File: src/rtl/if_fetch_unit.sv
// -----------------------------------------------------------------------------
// if_fetch_unit -- IF-stage instruction fetch engine
//
// Purpose:
//   Holds the program counter and runs the instruction-bus request/acknowledge
//   handshake. Each fetched word, together with its PC, goes to the IF/ID
//   pipeline register. The unit follows the pipeline stall vector, taken
//   branches from ID, and flush/new_pc redirects from the controller. While a
//   word is still outstanding it asserts stallreq_if.
//
// Configuration macro:
//   IF_ADEL_EXC_EN - when defined, a misaligned PC (pc[1:0] != 0) does not
//                    start a bus cycle. The unit raises if_adel instead, so an
//                    address-error exception can travel down the pipeline.
//                    When undefined, pc[1:0] is ignored and every fetch
//                    address is forced to word alignment.
//
// Parameters:
//   RESET_PC       PC loaded by reset.
//
// Ports:
//   clk            clock; all state changes on the rising edge
//   rst            asynchronous, active-high reset
//   stall[5:0]     pipeline stall vector; only bit 0 (PC/IF stage) is used here
//   flush          exception flush; redirect to new_pc
//   new_pc[31:0]   exception handler / ERET target
//   branch_flag    ID-stage branch/jump taken
//   branch_target  taken-branch destination
//   ibus_req       bus request; held until ibus_ack
//   ibus_addr      word-aligned fetch address
//   ibus_ack       read data valid this cycle; ends the transaction
//   ibus_rdata     instruction word
//   if_pc          PC of the word presented to IF/ID
//   if_inst        instruction presented to IF/ID; 0 (NOP) when none
//   stallreq_if    stall request to the pipeline controller
//   if_adel        (IF_ADEL_EXC_EN only) fetch address error
// -----------------------------------------------------------------------------
module if_fetch_unit #(
  parameter logic [31:0] RESET_PC = 32'h0000_0000
) (
  input  logic        clk,
  input  logic        rst,
  input  logic [5:0]  stall,
  input  logic        flush,
  input  logic [31:0] new_pc,
  input  logic        branch_flag,
  input  logic [31:0] branch_target,
  output logic        ibus_req,
  output logic [31:0] ibus_addr,
  input  logic        ibus_ack,
  input  logic [31:0] ibus_rdata,
  output logic [31:0] if_pc,
  output logic [31:0] if_inst,
  output logic        stallreq_if
`ifdef IF_ADEL_EXC_EN
  ,
  output logic        if_adel
`endif
);

  typedef enum logic [1:0] {
    S_IDLE,   // dead cycle after reset
    S_REQ,    // request at pc outstanding (or issued back to back)
    S_HOLD,   // word captured, pipeline stalled; replay it from inst_buf
    S_FLUSH   // redirect pending; finish the abandoned bus cycle first
  } state_e;

  state_e      state_q, state_d;
  logic [31:0] pc_q, pc_d;
  logic [31:0] inst_buf_q, inst_buf_d;
  logic [31:0] flush_addr_q, flush_addr_d;

  logic [31:0] next_pc;
  logic [31:0] fetch_addr;
  logic        addr_err;    // misaligned PC while in S_REQ
  logic        word_done;   // S_REQ completes this cycle (ack or address error)
  logic [31:0] word_data;   // word delivered when word_done is set

  // This unit only uses the IF-stage stall bit. The later bits are collapsed
  // here so that leaving them unconnected is a deliberate choice.
  wire unused_stall = &{1'b0, stall[5:1]};

  // The sequential successor. The 32-bit addition wraps 32'hFFFF_FFFC to 0.
  assign next_pc    = branch_flag ? branch_target : (pc_q + 32'd4);
  assign fetch_addr = {pc_q[31:2], 2'b00};

`ifdef IF_ADEL_EXC_EN
  assign addr_err = (state_q == S_REQ) && (pc_q[1:0] != 2'b00);
  assign if_adel  = addr_err;
`else
  assign addr_err = 1'b0;
`endif

  // ---------------------------------------------------------------------------
  // State registers
  // ---------------------------------------------------------------------------
  // NOTE: sequential state is written only with non-blocking assignments.
  // This way every register samples the values from before the edge, no
  // matter in what order the simulator evaluates the blocks.
  always_ff @(posedge clk or posedge rst) begin
    if (rst) begin
      state_q      <= S_IDLE;
      pc_q         <= RESET_PC;
      // NOTE: inst_buf is one register, not a storage array. It is cleared
      // so that a replay from S_HOLD can never present stale or X data.
      inst_buf_q   <= '0;
      flush_addr_q <= '0;
    end else begin
      state_q      <= state_d;
      pc_q         <= pc_d;
      inst_buf_q   <= inst_buf_d;
      flush_addr_q <= flush_addr_d;
    end
  end

  // ---------------------------------------------------------------------------
  // Next-state and output logic
  // ---------------------------------------------------------------------------
  // Priority at each edge: flush > stall[0] > branch > sequential.
  always_comb begin
    // NOTE: every signal driven in this block gets a default value first.
    // Then no path through the case statement can leave a signal unassigned
    // and infer a latch.
    state_d      = state_q;
    pc_d         = pc_q;
    inst_buf_d   = inst_buf_q;
    flush_addr_d = flush_addr_q;
    ibus_req     = 1'b0;
    ibus_addr    = '0;
    if_pc        = pc_q;
    if_inst      = '0;
    stallreq_if  = 1'b0;
    word_done    = 1'b0;
    word_data    = '0;

    unique case (state_q)
      S_IDLE: begin
        // Flush and stall are ignored here. The first request goes out one
        // cycle after reset is released.
        state_d = S_REQ;
      end

      S_REQ: begin
        if (addr_err) begin
          // A misaligned PC starts no bus cycle. It is handled as an
          // immediate completion with a NOP so that the exception advances.
          word_done = 1'b1;
          word_data = '0;
        end else begin
          ibus_req  = 1'b1;
          ibus_addr = fetch_addr;
          word_done = ibus_ack;
          word_data = ibus_rdata;
        end
        stallreq_if = !word_done;

        if (flush) begin
          pc_d = new_pc;
          if (word_done) begin
            // The word returned in the flush cycle is dropped, and inst_buf
            // keeps its old value.
            state_d = S_REQ;
          end else begin
            // The bus cycle must still finish at the address it started with.
            // Keep that address, and keep the request up, until the ack.
            flush_addr_d = fetch_addr;
            state_d      = S_FLUSH;
          end
        end else if (word_done) begin
          if_inst    = word_data;   // same-cycle bypass to IF/ID
          inst_buf_d = word_data;
          if (stall[0]) begin
            state_d = S_HOLD;
          end else begin
            pc_d = next_pc;         // back-to-back fetch
          end
        end
      end

      S_HOLD: begin
        if_inst = inst_buf_q;
        if (flush) begin
          pc_d    = new_pc;
          state_d = S_REQ;
        end else if (!stall[0]) begin
          pc_d    = next_pc;
          state_d = S_REQ;
        end
      end

      S_FLUSH: begin
        ibus_req    = 1'b1;
        ibus_addr   = flush_addr_q;
        if_pc       = '0;
        stallreq_if = 1'b1;
        // A repeated flush only changes the redirect target.
        if (flush) begin
          pc_d = new_pc;
        end
        // The read data from the abandoned cycle is discarded.
        if (ibus_ack) begin
          state_d = S_REQ;
        end
      end

      default: begin
        state_d = S_IDLE;
      end
    endcase
  end

endmodule
File: config.mk
export PLATFORM = sky130hd
export DESIGN_NAME = if_fetch_unit
export DESIGN_NICKNAME = d
export VERILOG_FILES = /design/src/rtl/if_fetch_unit.sv
export SDC_FILE = /design/constraint.sdc
export NUM_CORES = 1
export LEC_CHECK = 0
export CORE_ASPECT_RATIO = 1.4
export CORE_MARGIN = 2
export CORE_UTILIZATION = 30
export DETAILED_ROUTE_END_ITERATION = 8
export GPL_TIMING_DRIVEN = 1
export HOLD_SLACK_MARGIN = 0.08
export PLACE_DENSITY_LB_ADDON = 0.12
export SLEW_MARGIN = 5
export SYNTH_ARGS = -nofsm -noshare
export SYNTH_HDL_FRONTEND = slang
export SYNTH_SLANG_ARGS = --single-unit
File: constraint.sdc
create_clock -name clk -period 7.6 [get_ports clk]
set_input_delay 1.9 -clock clk [delete_from_list [all_inputs] [get_ports clk]]
set_output_delay 1.9 -clock clk [all_outputs]
set_load 0.005 [all_outputs]
# ---- Word level (Yosys, flattened, before mapping)
# Cells that the tools add are included.
dict set report totals {
  regBits 96
  in_bits 107
  out_inout_bits 98
  word_cells 46
}
dict set report classes {
  add_sub_neg 1
  n_eq_ne 8
  mux 23
  bitwise_logic 2
  n_reduce_logical 8
}
# op n
set op_table {}
lappend op_table {{$mux 32} 9}
lappend op_table {{$pmux 32 s2} 2}
lappend op_table {{$pmux 32 s3} 1}
lappend op_table {{$add 32x3->32 const B} 1}
lappend op_table {{$mux 2} 7}
lappend op_table {{$ne 3x3->1 const B} 3}
lappend op_table {{$reduce_and 3->1} 3}
lappend op_table {{$pmux 2 s4} 1}
lappend op_table {{$eq 2x2->1 const B} 2}
lappend op_table {{$ne 2x2->1 const B} 2}
lappend op_table {{$reduce_and 4->1} 1}
lappend op_table {{$reduce_bool 3->1} 1}
lappend op_table {{$eq 2x1->1 const B} 1}
lappend op_table {{$logic_not 2->1} 1}
lappend op_table {{$mux 1} 2}
lappend op_table {{$not 1->1} 2}
lappend op_table {{$pmux 1 s2} 1}
lappend op_table {{$reduce_or 2->1} 1}
lappend op_table {{$logic_not 1->1} 1}

# ---- Logic depth before layout (Yosys ltp)
dict set report depth {
  word_depth 6
  depth_mapped 10
  ltp_nobuf 7
}

# ---- Worst setup path before layout
# Ideal clock, no wire load.
dict set report synth_timing {
  kind {input-to-output}
  start {input flush}
  end {output if_inst[0]}
  arrival_ns 3.069
  t_required_ns 5.700
  slack_ns 2.631
  cell_stages 7
  n_path_buf 3
  cell_sequence {clkbuf_1 > nor2b_1 > and2_1 > clkbuf_1 > clkbuf_1 > nand2_1 > a21boi_0}
}
dict set report synth_between {
  elab_chain_len 2
}
# item line_no
set synth_rtl {}
lappend synth_rtl {{start: declaration} 44} ;# input logic flush,
lappend synth_rtl {{$mux 32} 157} ;# if (flush) begin
lappend synth_rtl {{$pmux 32 s2} 136} ;# unique case (state_q)
lappend synth_rtl {{end: declaration} 53} ;# output logic [31:0] if_inst,
# Every way passes these cells.

# ---- Worst setup path after layout
dict set report layout_timing {
  start {input flush}
  end {output if_inst[15]}
}
# The elaborated chain is that of the path after synthesis.

==> results.cfg <==
[floorplanning]
start_util_pct = 30.4
die_w_um = 121
fp.dieArea_um2 = 20500
num_io_pins = 205
core_area_um2 = 19100
die_h_um = 168
row_count = 60

[setup_path]
setup.worst_path.end_class = primary output
crit_path_start = flush
arrival_ns = 4.16
start_kind = input port
slowest_delay_ns = 0.57
r2r-start = state_q[1]
path_class = input port to primary output
crit_slowest_cell = clkdlybuf4s50_1
worstPathCellList = clkdlybuf4s50_1 -> buf_4 -> nor2b_1 -> and2_1 -> buf_4 -> nand2_1 -> a21boi_0 -> clkdlybuf4s50_1
crit_fanout = 32
path_buf_inv = 4
cp_top_family = buffers and inverters
worstPathRequired_ns = 5.70

[global_routing]
grt_overflow = 0
grt_pass1_vias = 5765
antenna_found_initial = 0
grt_max_degree = 53
grt_first_pass_wirelength_um = 30300
grt_usage_pct = 18.9

[clock_network]
htreeDepth = 3
tritoncts = built
cts_hold_buf = 0
clk_pin_slew_ns = 0.06
cts_buffers = 9
root_buffer = clkbuf_16
clockBufferDepth = 2
clock_sinks = 96
post_cts_resized = 0
post-cts-setup-buffers = 0
clock_latency_ns = 0.35

[final_layout]
drive_gt1_share_pct = 7.40
final_cells = 1086
most-common-layout-cells = 197 x clkdlybuf4s50_1, 166 x nand2_1, 96 x dfrtp_1
n_antenna_cell = 0
fin_nets = 945
syn_to_final_growth_pct = 40.9
final_common_cell = clkdlybuf4s50_1
nFillCells = 1957

[synth]
synth_top_family_by_area = simple AND/OR/NAND/NOR gates
synth_edf_count = 0
synthXorXnorAreaFrac_pct = 2.12
post_synth.cell_area_avg_um2 = 8.56
ys_types = 55
synth_top_area_share_pct = 41.5
async_reset_ff_share_pct = 100
syn_inst = 677
synth_top_area_cell = dfrtp_1
yosys.area_share.adder_pct = 1.08
synth-compound-area-share_pct = 19.7
ys_ff_latch = 96
synth-simple-area-share_pct = 23.6
yosysWarnings = 0
ys_seq_area_share_pct = 41.5
ys_top_cells_by_area = dfrtp_1 41%, nand2_1 11%, mux2_2 5.2%, a22o_1 4.5%, a21boi_0 4.3%
syn_area_um2 = 5790
synthFlopType = dfrtp_1
synthMuxAreaShare_pct = 6.63

[outcome]
status = finished clean

[sta]
holdWs_ns = 0.477
setup_viol_count_final = 0
rsz0062_at_grt = no
finalCriticalPeriod_ns = 6.06
hold_violations = 0
slew_violations = 0
max_freq_mhz = 165
slew_headroom_pct = 16.3
final.setup.tns_ns = 0
worst_slew_pin_slew_ns = 1.25
fin_skew_ns = 0.0116
finalCritPeriodShare_pct = 79.8

[run]
max_cap_viol_count = 0

[power]
intPower_mw = 1.91
switching_share_pct = 38.5
p_per_area_nw_per_um2 = 380
clock_power_share_pct = 14.0
pwr-share-seq_pct = 32.9
vdd_ir_drop_max_v = 0.000144
comb_power_share_pct = 53.1
p_leak_nw = 3.33
p_sw_mw = 1.19

[routing]
num_vias = 5673
drcViolationCount = 0
wl_um = 19400
drt_iter0_markers = 313
wl_per_cell_um = 17.9
dr.pass1.iters = 7
antenna_left = 0
avgViaCountPerCell = 5.22

[place]
dp_cells = 1070
place.gp.congestion = 0.852
numPortBuffers = 197
dpl.hpwl_um = 13700

[worst_hold_path]
hp-start = inst_buf_q[22]
holdCritPathClass = flip-flop to flip-flop
-- power by group through the flow --
| stage | combinational, mW | sequential (mW) | clock (mW) |
|---|---|---|---|
| final | 1.65 | 1.02 | 0.434 |
| after global routing | 1.81 | 1.06 | 0.467 |
| after CTS | 1.68 | 1.02 | 0.449 |
| after detailed placement | 1.67 | 1.02 | 0 |
| after global placement | 1.65 | 1.01 | 0 |
| after floorplan | 0.981 | 0.885 | 0 |
-- worst min-delay path, stage by stage, from the launching register on --
cell	delay, ns
dfrtp_1	0.34
nand2_1	0.05
nand2_1	0.05
-- Yosys cell counts, types with 12 or more instances --
cell type,instances
nor2b_1,30
mux2_2,27
a21boi_0,33
nor2_1,25
a22o_1,30
nand3_1,24
xnor2_1,12
buf_2,12
o21ai_0,16
a21oi_1,24
clkbuf_1,38
inv_1,13
nand2_1,166
dfrtp_1,96
-- sequential cells by signal, indices dropped and copies added, names as in the netlist --
register,flops
inst_buf_q,32
state_q,2
pc_q,32
flush_addr_q,30
-- worst paths after layout --
check	to	cells past startpoint	slack (ns)
setup / recovery	if_inst[15]	8	1.54
hold / removal	inst_buf_q[22]	2	0.48
setup reg to reg	pc_q[19]	7	4.31
hold reg to reg	inst_buf_q[22]	2	0.48
max in group asynchronous	flush_addr_q[9]	3	4.48
min in group asynchronous	inst_buf_q[19]	2	1.96
-- layout make-up --
class / instances / area [um^2] / share of cell area [%]
multi-input cells: 508 / 3090 / 37.9
flip-flops and latches: 96 / 2400 / 29.4
inverters: 13 / 51.3 / 0.628
clock buffers: 10 / 229 / 2.81
clock inverters: 6 / 43.8 / 0.536
well taps: 248 / 310 / 3.80
repair buffers: 205 / 2030 / 24.9
-- metrics by stage --
stage / util, % / power, mW / setup slack [ns] / instance area [um^2]
6_report: 42.8 / 3.10 / 1.54 / 8160
2_1_floorplan: - / 1.87 / 2.63 / 5800
4_1_cts: 42.8 / 3.15 / 1.52 / 8160
3_3_place_gp: 41.4 / 2.66 / 1.55 / 7890
3_5_place_dp: 41.4 / 2.70 / 1.55 / 7890
5_1_grt: 42.8 / 3.34 / 1.38 / 8160
-- per-layer routing --
layer	routed length, um	GRT usage (%)	vias to the layer above
met2	9650	32.7	235
met5	0	0	-
met3	1460	4.54	33
met1	7870	22.3	2726
li1	-	-	2679
met4	463	7.70	0
-- cell families (layout without fill, tap and decap cells) --
group,after synthesis,in the layout
other,1,2
muxes,35,35
xor gates and xnor gates,14,14
and+or+nand+nor,294,294
buffers and inverters,74,234
AOI/OAI and AO/OA,158,158
DFF,96,96
adders and majority gates,5,5
(Power assumes the default switching activity.)
